### src/rtl/eu_cache_nport_if.sv
// Bundled IQUEUE/ALU/ICON signals of the N-operand EU operand cache.
// The slave modport is the cache side, and the master modport is the environment side.
interface eu_cache_nport_if #(
  parameter int unsigned NUM_OPS = 2,
  parameter int unsigned DATA_W  = 32,
  parameter int unsigned EUIDX_W = 2,
  parameter int unsigned UID_W   = 4
);
  localparam int unsigned ADDR_W = EUIDX_W + UID_W + 1;

  logic                        instr_valid_i;
  logic [NUM_OPS-1:0]          instr_op_isreg_i;
  logic [NUM_OPS*ADDR_W-1:0]   instr_op_addr_i;
  logic [NUM_OPS*DATA_W-1:0]   instr_op_imm_i;
  logic [NUM_OPS-1:0]          instr_op_lastuse_i;
  logic                        instr_done_o;
  logic [NUM_OPS*DATA_W-1:0]   alu_op_data_o;
  logic                        alu_op_valid_o;
  logic                        alu_op_ready_i;
  logic                        alu_res_valid_i;
  logic [ADDR_W-1:0]           alu_res_addr_i;
  logic [DATA_W-1:0]           alu_res_data_i;
  logic                        alu_res_success_o;
  logic [NUM_OPS-1:0]          icon_w_valid_i;
  logic [NUM_OPS*ADDR_W-1:0]   icon_w_addr_i;
  logic [NUM_OPS*DATA_W-1:0]   icon_w_data_i;
  logic [NUM_OPS-1:0]          icon_w_success_o;
  logic                        icon_rvalid_i;
  logic [ADDR_W-1:0]           icon_raddr_i;
  logic [DATA_W-1:0]           icon_rdata_o;
  logic                        icon_rsuccess_o;

  modport slave (
    input  instr_valid_i, instr_op_isreg_i, instr_op_addr_i, instr_op_imm_i,
           instr_op_lastuse_i, alu_op_ready_i, alu_res_valid_i, alu_res_addr_i,
           alu_res_data_i, icon_w_valid_i, icon_w_addr_i, icon_w_data_i,
           icon_rvalid_i, icon_raddr_i,
    output instr_done_o, alu_op_data_o, alu_op_valid_o, alu_res_success_o,
           icon_w_success_o, icon_rdata_o, icon_rsuccess_o
  );

  modport master (
    output instr_valid_i, instr_op_isreg_i, instr_op_addr_i, instr_op_imm_i,
           instr_op_lastuse_i, alu_op_ready_i, alu_res_valid_i, alu_res_addr_i,
           alu_res_data_i, icon_w_valid_i, icon_w_addr_i, icon_w_data_i,
           icon_rvalid_i, icon_raddr_i,
    input  instr_done_o, alu_op_data_o, alu_op_valid_o, alu_res_success_o,
           icon_w_success_o, icon_rdata_o, icon_rsuccess_o
  );
endinterface

### src/rtl/eu_cache_nport.sv
// N-operand EU operand cache: direct-mapped local/rx/tx buffers plus an operand gather FSM.
// Optional macro EU_CACHE_BYPASS_EN forwards a matching local ALU result straight into a waiting hold register.
module eu_cache_nport #(
  parameter int unsigned EU_IDX        = 0,
  parameter int unsigned NUM_OPS       = 2,
  parameter int unsigned DATA_W        = 32,
  parameter int unsigned EUIDX_W       = 2,
  parameter int unsigned UID_W         = 4,
  parameter int unsigned LBUF_IDX_BITS = 3,
  parameter int unsigned XBUF_IDX_BITS = 2
) (
  input  logic             clk,
  input  logic             reset_n,
  eu_cache_nport_if.slave  bus
);
  localparam int unsigned ADDR_W = EUIDX_W + UID_W + 1;
  localparam int unsigned LN     = 1 << LBUF_IDX_BITS;
  localparam int unsigned XN     = 1 << XBUF_IDX_BITS;

  typedef logic [ADDR_W-1:0]        addr_t;
  typedef logic [DATA_W-1:0]        data_t;
  typedef logic [LBUF_IDX_BITS-1:0] lidx_t;
  typedef logic [XBUF_IDX_BITS-1:0] xidx_t;
  typedef enum logic [1:0] {S_IDLE, S_GATHER, S_READY} state_t;

  state_t             state_q;
  logic [NUM_OPS-1:0] held_q;
  data_t              hold_q [NUM_OPS];
  logic               valid_q;
  logic               done_q;

  logic [LN-1:0] lv_q, lv_d, l_cons;
  addr_t         ltag_q  [LN];
  data_t         ldata_q [LN];
  logic [XN-1:0] txv_q, txv_d, tx_cons;
  addr_t         txtag_q  [XN];
  data_t         txdata_q [XN];
  logic [XN-1:0] rxv_q [NUM_OPS];
  logic [XN-1:0] rxv_d [NUM_OPS];
  logic [XN-1:0] rx_cons [NUM_OPS];
  addr_t         rxtag_q  [NUM_OPS][XN];
  data_t         rxdata_q [NUM_OPS][XN];

  addr_t              op_addr [NUM_OPS];
  lidx_t              op_li   [NUM_OPS];
  xidx_t              op_xi   [NUM_OPS];
  logic [NUM_OPS-1:0] op_local, op_hit, held_n;
  data_t              op_hdata [NUM_OPS];
  addr_t              w_addr [NUM_OPS];
  data_t              w_data [NUM_OPS];
  xidx_t              w_xi   [NUM_OPS];
  logic [NUM_OPS-1:0] w_ok;
  logic               issue, rd_hit, res_local, res_lwr, res_txwr;
  lidx_t              res_li;
  xidx_t              res_xi, rd_xi;
  logic [NUM_OPS*DATA_W-1:0] op_data_flat;

  always_comb begin : decode
    for (int unsigned i = 0; i < NUM_OPS; i++) begin
      op_addr[i]  = bus.instr_op_addr_i[i*ADDR_W +: ADDR_W];
      op_li[i]    = op_addr[i][LBUF_IDX_BITS:1];
      op_xi[i]    = op_addr[i][XBUF_IDX_BITS:1];
      op_local[i] = (op_addr[i][ADDR_W-1 -: EUIDX_W] == EUIDX_W'(EU_IDX));
      w_addr[i]   = bus.icon_w_addr_i[i*ADDR_W +: ADDR_W];
      w_data[i]   = bus.icon_w_data_i[i*DATA_W +: DATA_W];
      w_xi[i]     = w_addr[i][XBUF_IDX_BITS:1];
    end
  end

  // Entries freed this cycle by issue or ICON read; these block same-index writes until the next cycle.
  always_comb begin : consume
    issue   = (state_q == S_READY) && bus.alu_op_ready_i;
    l_cons  = '0;
    tx_cons = '0;
    for (int unsigned i = 0; i < NUM_OPS; i++) rx_cons[i] = '0;
    for (int unsigned i = 0; i < NUM_OPS; i++) begin
      if (issue && bus.instr_op_isreg_i[i] && bus.instr_op_lastuse_i[i]) begin
        if (op_local[i]) l_cons[op_li[i]] = 1'b1;
        else             rx_cons[i][op_xi[i]] = 1'b1;
      end
    end
    rd_xi  = bus.icon_raddr_i[XBUF_IDX_BITS:1];
    rd_hit = bus.icon_rvalid_i && txv_q[rd_xi] && (txtag_q[rd_xi] == bus.icon_raddr_i);
    if (rd_hit) tx_cons[rd_xi] = 1'b1;
  end

  always_comb begin : writes
    res_li    = bus.alu_res_addr_i[LBUF_IDX_BITS:1];
    res_xi    = bus.alu_res_addr_i[XBUF_IDX_BITS:1];
    res_local = (bus.alu_res_addr_i[ADDR_W-1 -: EUIDX_W] == EUIDX_W'(EU_IDX));
    res_lwr   = bus.alu_res_valid_i && res_local && !lv_q[res_li] && !l_cons[res_li];
    res_txwr  = bus.alu_res_valid_i && !res_local && !txv_q[res_xi] && !tx_cons[res_xi];
    lv_d  = lv_q & ~l_cons;
    txv_d = txv_q & ~tx_cons;
    if (res_lwr)  lv_d[res_li]  = 1'b1;
    if (res_txwr) txv_d[res_xi] = 1'b1;
    for (int unsigned i = 0; i < NUM_OPS; i++) begin
      w_ok[i]  = bus.icon_w_valid_i[i] && !rxv_q[i][w_xi[i]] && !rx_cons[i][w_xi[i]];
      rxv_d[i] = rxv_q[i] & ~rx_cons[i];
      if (w_ok[i]) rxv_d[i][w_xi[i]] = 1'b1;
    end
  end

  always_comb begin : lookup
    for (int unsigned i = 0; i < NUM_OPS; i++) begin
      op_hit[i]   = 1'b0;
      op_hdata[i] = '0;
      if (bus.instr_op_isreg_i[i] && !held_q[i]) begin
        if (op_local[i]) begin
          op_hit[i]   = lv_q[op_li[i]] && (ltag_q[op_li[i]] == op_addr[i]);
          op_hdata[i] = ldata_q[op_li[i]];
`ifdef EU_CACHE_BYPASS_EN
          if (!op_hit[i] && bus.alu_res_valid_i && (bus.alu_res_addr_i == op_addr[i])) begin
            op_hit[i]   = 1'b1;
            op_hdata[i] = bus.alu_res_data_i;
          end
`else
`endif
        end else begin
          op_hit[i]   = rxv_q[i][op_xi[i]] && (rxtag_q[i][op_xi[i]] == op_addr[i]);
          op_hdata[i] = rxdata_q[i][op_xi[i]];
        end
      end
    end
    held_n = held_q | op_hit;
  end

  always_ff @(posedge clk or negedge reset_n) begin : fsm
    if (!reset_n) begin
      state_q <= S_IDLE;
      held_q  <= '0;
      valid_q <= 1'b0;
      done_q  <= 1'b0;
      for (int unsigned i = 0; i < NUM_OPS; i++) hold_q[i] <= '0;
    end else begin
      done_q <= 1'b0;
      unique case (state_q)
        S_IDLE: if (bus.instr_valid_i) begin
          held_q <= ~bus.instr_op_isreg_i;
          for (int unsigned i = 0; i < NUM_OPS; i++)
            hold_q[i] <= bus.instr_op_isreg_i[i] ? '0 : bus.instr_op_imm_i[i*DATA_W +: DATA_W];
          // All-immediate instructions skip the lookup cycle entirely.
          if (bus.instr_op_isreg_i == '0) begin
            state_q <= S_READY;
            valid_q <= 1'b1;
          end else begin
            state_q <= S_GATHER;
          end
        end
        S_GATHER: begin
          for (int unsigned i = 0; i < NUM_OPS; i++)
            if (op_hit[i]) hold_q[i] <= op_hdata[i];
          held_q <= held_n;
          if (&held_n) begin
            state_q <= S_READY;
            valid_q <= 1'b1;
          end
        end
        S_READY: if (bus.alu_op_ready_i) begin
          state_q <= S_IDLE;
          valid_q <= 1'b0;
          done_q  <= 1'b1;
          held_q  <= '0;
        end
        default: state_q <= S_IDLE;
      endcase
    end
  end

  always_ff @(posedge clk or negedge reset_n) begin : valid_bits
    if (!reset_n) begin
      lv_q  <= '0;
      txv_q <= '0;
      for (int unsigned i = 0; i < NUM_OPS; i++) rxv_q[i] <= '0;
    end else begin
      lv_q  <= lv_d;
      txv_q <= txv_d;
      for (int unsigned i = 0; i < NUM_OPS; i++) rxv_q[i] <= rxv_d[i];
    end
  end

  always_ff @(posedge clk) begin : payload
    if (res_lwr) begin
      ltag_q[res_li]  <= bus.alu_res_addr_i;
      ldata_q[res_li] <= bus.alu_res_data_i;
    end
    if (res_txwr) begin
      txtag_q[res_xi]  <= bus.alu_res_addr_i;
      txdata_q[res_xi] <= bus.alu_res_data_i;
    end
    for (int unsigned i = 0; i < NUM_OPS; i++) begin
      if (w_ok[i]) begin
        rxtag_q[i][w_xi[i]]  <= w_addr[i];
        rxdata_q[i][w_xi[i]] <= w_data[i];
      end
    end
  end

  always_comb begin : pack
    op_data_flat = '0;
    for (int unsigned i = 0; i < NUM_OPS; i++) op_data_flat[i*DATA_W +: DATA_W] = hold_q[i];
  end

  assign bus.alu_op_data_o     = op_data_flat;
  assign bus.alu_op_valid_o    = valid_q;
  assign bus.instr_done_o      = done_q;
  assign bus.alu_res_success_o = res_lwr | res_txwr;
  assign bus.icon_w_success_o  = w_ok;
  assign bus.icon_rsuccess_o   = rd_hit;
  assign bus.icon_rdata_o      = rd_hit ? txdata_q[rd_xi] : '0;
endmodule

### src/flat_wrapper.sv
// flat-port wrapper written by rule: the top's interface ports become plain ports
module eu_cache_nport_flat 
#(
  parameter int unsigned EU_IDX        = 0,
  parameter int unsigned NUM_OPS       = 2,
  parameter int unsigned DATA_W        = 32,
  parameter int unsigned EUIDX_W       = 2,
  parameter int unsigned UID_W         = 4,
  parameter int unsigned LBUF_IDX_BITS = 3,
  parameter int unsigned XBUF_IDX_BITS = 2
)
  (clk, reset_n, bus_instr_valid_i, bus_instr_op_isreg_i, bus_instr_op_addr_i, bus_instr_op_imm_i, bus_instr_op_lastuse_i, bus_alu_op_ready_i, bus_alu_res_valid_i, bus_alu_res_addr_i, bus_alu_res_data_i, bus_icon_w_valid_i, bus_icon_w_addr_i, bus_icon_w_data_i, bus_icon_rvalid_i, bus_icon_raddr_i, bus_instr_done_o, bus_alu_op_data_o, bus_alu_op_valid_o, bus_alu_res_success_o, bus_icon_w_success_o, bus_icon_rdata_o, bus_icon_rsuccess_o);
  eu_cache_nport_if #(.NUM_OPS(NUM_OPS), .DATA_W(DATA_W), .EUIDX_W(EUIDX_W), .UID_W(UID_W)) bus_i ();
  input  logic clk;
  input  logic reset_n;
  input wire logic [$bits(bus_i.instr_valid_i)-1:0] bus_instr_valid_i;
  input wire logic [$bits(bus_i.instr_op_isreg_i)-1:0] bus_instr_op_isreg_i;
  input wire logic [$bits(bus_i.instr_op_addr_i)-1:0] bus_instr_op_addr_i;
  input wire logic [$bits(bus_i.instr_op_imm_i)-1:0] bus_instr_op_imm_i;
  input wire logic [$bits(bus_i.instr_op_lastuse_i)-1:0] bus_instr_op_lastuse_i;
  input wire logic [$bits(bus_i.alu_op_ready_i)-1:0] bus_alu_op_ready_i;
  input wire logic [$bits(bus_i.alu_res_valid_i)-1:0] bus_alu_res_valid_i;
  input wire logic [$bits(bus_i.alu_res_addr_i)-1:0] bus_alu_res_addr_i;
  input wire logic [$bits(bus_i.alu_res_data_i)-1:0] bus_alu_res_data_i;
  input wire logic [$bits(bus_i.icon_w_valid_i)-1:0] bus_icon_w_valid_i;
  input wire logic [$bits(bus_i.icon_w_addr_i)-1:0] bus_icon_w_addr_i;
  input wire logic [$bits(bus_i.icon_w_data_i)-1:0] bus_icon_w_data_i;
  input wire logic [$bits(bus_i.icon_rvalid_i)-1:0] bus_icon_rvalid_i;
  input wire logic [$bits(bus_i.icon_raddr_i)-1:0] bus_icon_raddr_i;
  output wire logic [$bits(bus_i.instr_done_o)-1:0] bus_instr_done_o;
  output wire logic [$bits(bus_i.alu_op_data_o)-1:0] bus_alu_op_data_o;
  output wire logic [$bits(bus_i.alu_op_valid_o)-1:0] bus_alu_op_valid_o;
  output wire logic [$bits(bus_i.alu_res_success_o)-1:0] bus_alu_res_success_o;
  output wire logic [$bits(bus_i.icon_w_success_o)-1:0] bus_icon_w_success_o;
  output wire logic [$bits(bus_i.icon_rdata_o)-1:0] bus_icon_rdata_o;
  output wire logic [$bits(bus_i.icon_rsuccess_o)-1:0] bus_icon_rsuccess_o;
  assign bus_i.instr_valid_i = bus_instr_valid_i;
  assign bus_i.instr_op_isreg_i = bus_instr_op_isreg_i;
  assign bus_i.instr_op_addr_i = bus_instr_op_addr_i;
  assign bus_i.instr_op_imm_i = bus_instr_op_imm_i;
  assign bus_i.instr_op_lastuse_i = bus_instr_op_lastuse_i;
  assign bus_i.alu_op_ready_i = bus_alu_op_ready_i;
  assign bus_i.alu_res_valid_i = bus_alu_res_valid_i;
  assign bus_i.alu_res_addr_i = bus_alu_res_addr_i;
  assign bus_i.alu_res_data_i = bus_alu_res_data_i;
  assign bus_i.icon_w_valid_i = bus_icon_w_valid_i;
  assign bus_i.icon_w_addr_i = bus_icon_w_addr_i;
  assign bus_i.icon_w_data_i = bus_icon_w_data_i;
  assign bus_i.icon_rvalid_i = bus_icon_rvalid_i;
  assign bus_i.icon_raddr_i = bus_icon_raddr_i;
  assign bus_instr_done_o = bus_i.instr_done_o;
  assign bus_alu_op_data_o = bus_i.alu_op_data_o;
  assign bus_alu_op_valid_o = bus_i.alu_op_valid_o;
  assign bus_alu_res_success_o = bus_i.alu_res_success_o;
  assign bus_icon_w_success_o = bus_i.icon_w_success_o;
  assign bus_icon_rdata_o = bus_i.icon_rdata_o;
  assign bus_icon_rsuccess_o = bus_i.icon_rsuccess_o;
  eu_cache_nport #(.EU_IDX(EU_IDX), .NUM_OPS(NUM_OPS), .DATA_W(DATA_W), .EUIDX_W(EUIDX_W), .UID_W(UID_W), .LBUF_IDX_BITS(LBUF_IDX_BITS), .XBUF_IDX_BITS(XBUF_IDX_BITS)) u_core (.clk(clk), .reset_n(reset_n), .bus(bus_i));
endmodule
### config.mk
export PLATFORM = sky130hd
export DESIGN_NAME = eu_cache_nport_flat
export DESIGN_NICKNAME = d
export VERILOG_FILES = /design/src/rtl/eu_cache_nport_if.sv /design/src/rtl/eu_cache_nport.sv /design/src/flat_wrapper.sv
export SDC_FILE = /design/constraint.sdc
export NUM_CORES = 1
export LEC_CHECK = 0
export CORE_MARGIN = 2
export CORE_UTILIZATION = 52
export CTS_CLUSTER_SIZE = 16
export DETAILED_ROUTE_END_ITERATION = 8
export DONT_BUFFER_PORTS = 1
export PLACE_DENSITY = 0.78
export SLEW_MARGIN = 15
export SYNTH_ARGS = -nofsm -noshare
export SYNTH_HDL_FRONTEND = slang
export SYNTH_SLANG_ARGS = --single-unit
### constraint.sdc
create_clock -name clk -period 7.1 [get_ports clk]
set_input_delay 1.42 -clock clk [delete_from_list [all_inputs] [get_ports clk]]
set_output_delay 1.42 -clock clk [all_outputs]
set_load 0.01 [all_outputs]
==> out/metrics.csv <==
stage,metric,value,unit
timing,fin_setup_tns,0,ns
logic_synthesis,ys_ff_latch,870,
worst_setup_path,cp_num_buf_inv,0,
cts,cts.sinks,870,
cts,cts_buffers,87,
floorplanning,pin_count,316,
worst_setup_path,crit_family,simple AND/OR/NAND/NOR gates,
worst_hold_path,hold_path_class,input pin to async pin,
finish,final_layout_size_suffix_gt1_frac,0.253,
cts,cts_root_buf,clkbuf_16,
cts,clkTransAtPathRegs,0.06,ns
global_routing,antenna_found_initial,2,
placed_design,gp_congestion,0.854,
finish,n_fill_cell,5062,
power_and_ir_drop,switchingPower,0.00282,W
logic_synthesis,synth.most_common_cell,edfxtp_1,
floorplanning,die_x,270,um
worst_setup_path,crit_path_max_fanout,42,
floorplanning,core,0.0701,mm^2
placed_design,place_hpwl,52.2,mm
cts,post-cts-setup-buffers,0,
logic_synthesis,synth_edf_count,780,
logic_synthesis,synth_common_cells,"edfxtp_1 (780), mux4_2 (249), nand2_1 (105)",
finish,nets,2178,
power_and_ir_drop,pwr_density_cell,297,mW/mm^2
finish,area_delta_synth_final,10.7,%
power_and_ir_drop,p_clk_frac,0.393,
finish,seqCellArea,0.0257,mm^2
cts,h-tree-depth,3,
cts,postCtsHoldBufs,0,
logic_synthesis,synth_top_area_share,0.635,
power_and_ir_drop,power.share.sequential,0.500,
timing,fin_crit,5.19,ns
logic_synthesis,synthTopCellsByArea,"edfxtp_1 (63%), mux4_2 (15%), dfrtp_1 (6.1%), mux2i_1 (2.1%), mux2_2 (1.3%)",
worst_setup_path,rr_startpoint,u_core.state_q[0],
route,drc,0,
timing,max-slew-margin-rel,0.247,
timing,fin_skew,0.0248,ns
floorplanning,start_util,0.526,
logic_synthesis,synth_cell_types,66,
worst_setup_path,rrSetupSlack,3.63,ns
run_status,status,"finished, final reports clean",
worst_setup_path,cp-start-kind,input pin,
timing,final-setup-viol-count,0,
cts,clk_path_buf_depth,3,
placed_design,place_inst,2810,
cts,cts_tree,built,
worst_setup_path,cp-endpoint,bus_icon_rdata_o[4],
worst_setup_path,worst-r2r-cell-count,10,
logic_synthesis,avgSynthCellArea,18.8,um^2
worst_setup_path,cp.arrival,3.77,ns
logic_synthesis,ys.flop_type,edfxtp_1,
floorplanning,die_y,270,um
cts,cts_resized,0,
route,num_vias,19300,
worst_setup_path,path_cells,mux4_2 > xnor2_1 > nand4_1 > or4_2 > nor2b_1,
timing,fmax,0.193,GHz
logic_synthesis,yosysTopAreaCell,edfxtp_1,
logic_synthesis,yosysSeqAreaShare,0.696,
worst_setup_path,cp-startpoint,bus_icon_raddr_i[1],
timing,slew_violations,0,
power_and_ir_drop,p_sw_frac,0.232,
global_routing,grt-ovfl-total,0,
power_and_ir_drop,p_leak,13.6,nW
floorplanning,die_area,0.0731,mm^2
power_and_ir_drop,max-vdd-ir-drop,302,uV
route,first_pass_iters,5,
logic_synthesis,netlist_area,0.0369,mm^2
logic_synthesis,yosys_warnings,0,
route,viasPerCell,6.49,
route,post_drt_wl_per_cell,29.3,um
run,drv_cap,0,
route,drt_iter0_markers,2233,
worst_setup_path,path_depth,5,
logic_synthesis,async_flop_share,0.103,
cts,insertion_delay,0.65,ns
timing,hold_viol_final,0,
timing,worstMarginPinSlew,1.13,ns
power_and_ir_drop,comb_power_share,0.107,
floorplanning,num_rows,97,
global_routing,grtUsageTotal,0.238,
finish,fin_cells,2973,
route,ant_nets,0,
logic_synthesis,syn_inst,1964,
worst_setup_path,crit_type,input pin to output port,
placed_design,port_buffers,0,
timing,rsz0062_at_grt,no,
timing,period_share,0.730,
worst_setup_path,worstReg2RegEnd,u_core.ldata_q[2][17],
power_and_ir_drop,p_int,0.00930,W
global_routing,grt_max_degree,140,
logic_synthesis,syn-num-nets,2182,
worst_setup_path,cp_slowest_cell,or4_2,
finish,diodes,0,
finish,multi_input_area,0.0107,mm^2
worst_setup_path,slowest_delay,1.06,ns
worst_setup_path,critPathRequiredTime,5.68,ns
global_routing,grt_pass1_vias,19700,
route,wirelength,87.2,mm
worst_setup_path,end_kind,output port,
global_routing,grt_pass1_wl,128,mm
area by class of cell:
cell class | count | share of cell area
inverters | 26 | 0.00239
clock buffers | 109 | 0.0587
repair buffers | 27 | 0.00545
multi-input cells | 948 | 0.262
flip-flops and latches | 870 | 0.628
clock inverters | 53 | 0.0141
well taps | 940 | 0.0288
per-layer routing:
layer / up-vias / wire length (um) / track usage
met1: 10200 / 34300 / 0.327
met2: 1005 / 41900 / 0.375
met3: 139 / 8840 / 0.0653
met4: 4 / 2060 / 0.0708
met5: - / 27 / 0
li1: 8004 / - / -
logic make-up (layout without fill, tap and decap cells):
| logic type | count (synthesis) | after routing | share of synthesized area |
|---|---|---|---|
| AOI/OAI and AO/OA | 224 | 224 | 0.0391 |
| xor gates and xnor gates | 18 | 18 | 0.00427 |
| DFF | 870 | 870 | 0.696 |
| muxes | 407 | 407 | 0.203 |
| buffers and inverters | 146 | 215 | 0.0181 |
| adders and majority gates | 4 | 4 | 0.00136 |
| and+or+nand+nor | 295 | 295 | 0.0383 |
power groups by stage:
| stage | Combinational (W) | Sequential (W) | Clock [W] |
|---|---|---|---|
| 4_1_cts | 0.00128 | 0.00606 | 0.00482 |
| 5_1_grt | 0.00139 | 0.00608 | 0.00501 |
| 2_1_floorplan | 0.00114 | 0.00611 | 0 |
| 3_3_place_gp | 0.00122 | 0.00615 | 0 |
| 3_5_place_dp | 0.00127 | 0.00616 | 0 |
| 6_report | 0.00130 | 0.00606 | 0.00476 |
worst min path at each step:
stage,from,endpoint,slack (ns),depth (start not counted)
final,reset_n,u_core.bus.alu_op_data_o[47],0.47,0
after global routing,reset_n,u_core.bus.alu_op_data_o[42],0.44,0
after CTS,reset_n,u_core.bus.alu_op_data_o[32],0.44,0
after detailed placement,u_core.txv_q[3],u_core.txv_q[3],0.53,1
after global placement,u_core.txv_q[3],u_core.txv_q[3],0.50,1
after floorplan,u_core.txv_q[3],u_core.txv_q[3],0.47,1
through the flow:
step / hold slack (ns) / setup slack (ns) / area [um^2] / total power [W] / utilization
finish: 0.474 / 1.91 / 40900 / 0.0121 / 0.582
global route: 0.444 / 1.82 / 40900 / 0.0125 / 0.582
CTS: 0.437 / 1.86 / 40800 / 0.0122 / 0.582
detailed placement: 0.527 / 1.89 / 37900 / 0.00744 / 0.540
global placement: 0.500 / 1.89 / 37900 / 0.00737 / 0.540
floorplan: 0.471 / 0.780 / 36900 / 0.00726 / -
layout by cell type (no fill, tap or decap), types with 8 or more instances in the layout:
| master | netlist | layout |
|---|---|---|
| clkinv_2 | 0 | 15 |
| nand3_1 | 11 | 11 |
| nor3_2 | 0 | 9 |
| o21ai_0 | 80 | 80 |
| clkbuf_1 | 73 | 14 |
| o22ai_1 | 10 | 10 |
| inv_1 | 25 | 25 |
| mux2_2 | 42 | 42 |
| mux2_4 | 30 | 30 |
| nor2_4 | 0 | 8 |
| edfxtp_1 | 780 | 780 |
| bufinv_16 | 0 | 10 |
| mux4_2 | 249 | 249 |
| a22o_1 | 32 | 32 |
| nor2b_1 | 38 | 38 |
| buf_4 | 7 | 26 |
| o211ai_1 | 8 | 8 |
| mux2i_1 | 79 | 79 |
| nand2_1 | 105 | 105 |
| xnor2_1 | 12 | 12 |
| dfrtp_1 | 90 | 90 |
| clkinv_1 | 1 | 15 |
| a21oi_1 | 43 | 42 |
| nor2_1 | 71 | 61 |
| clkbuf_16 | 0 | 92 |
| nand2b_1 | 15 | 15 |
registers in the layout, summed over array words and instances (netlist names), 4 cells and up:
register and flops:
u_core.ldata_q 256, u_core.rxv_q 8, u_core.lv_q 8, u_core.rxdata_q 256
u_core.ltag_q 56, u_core.txv_q 4, u_core.bus.alu_op_data_o 64, u_core.rxtag_q 56
u_core.txtag_q 28, u_core.txdata_q 128
No activity file was read; power rests on OpenSTA's default activity.
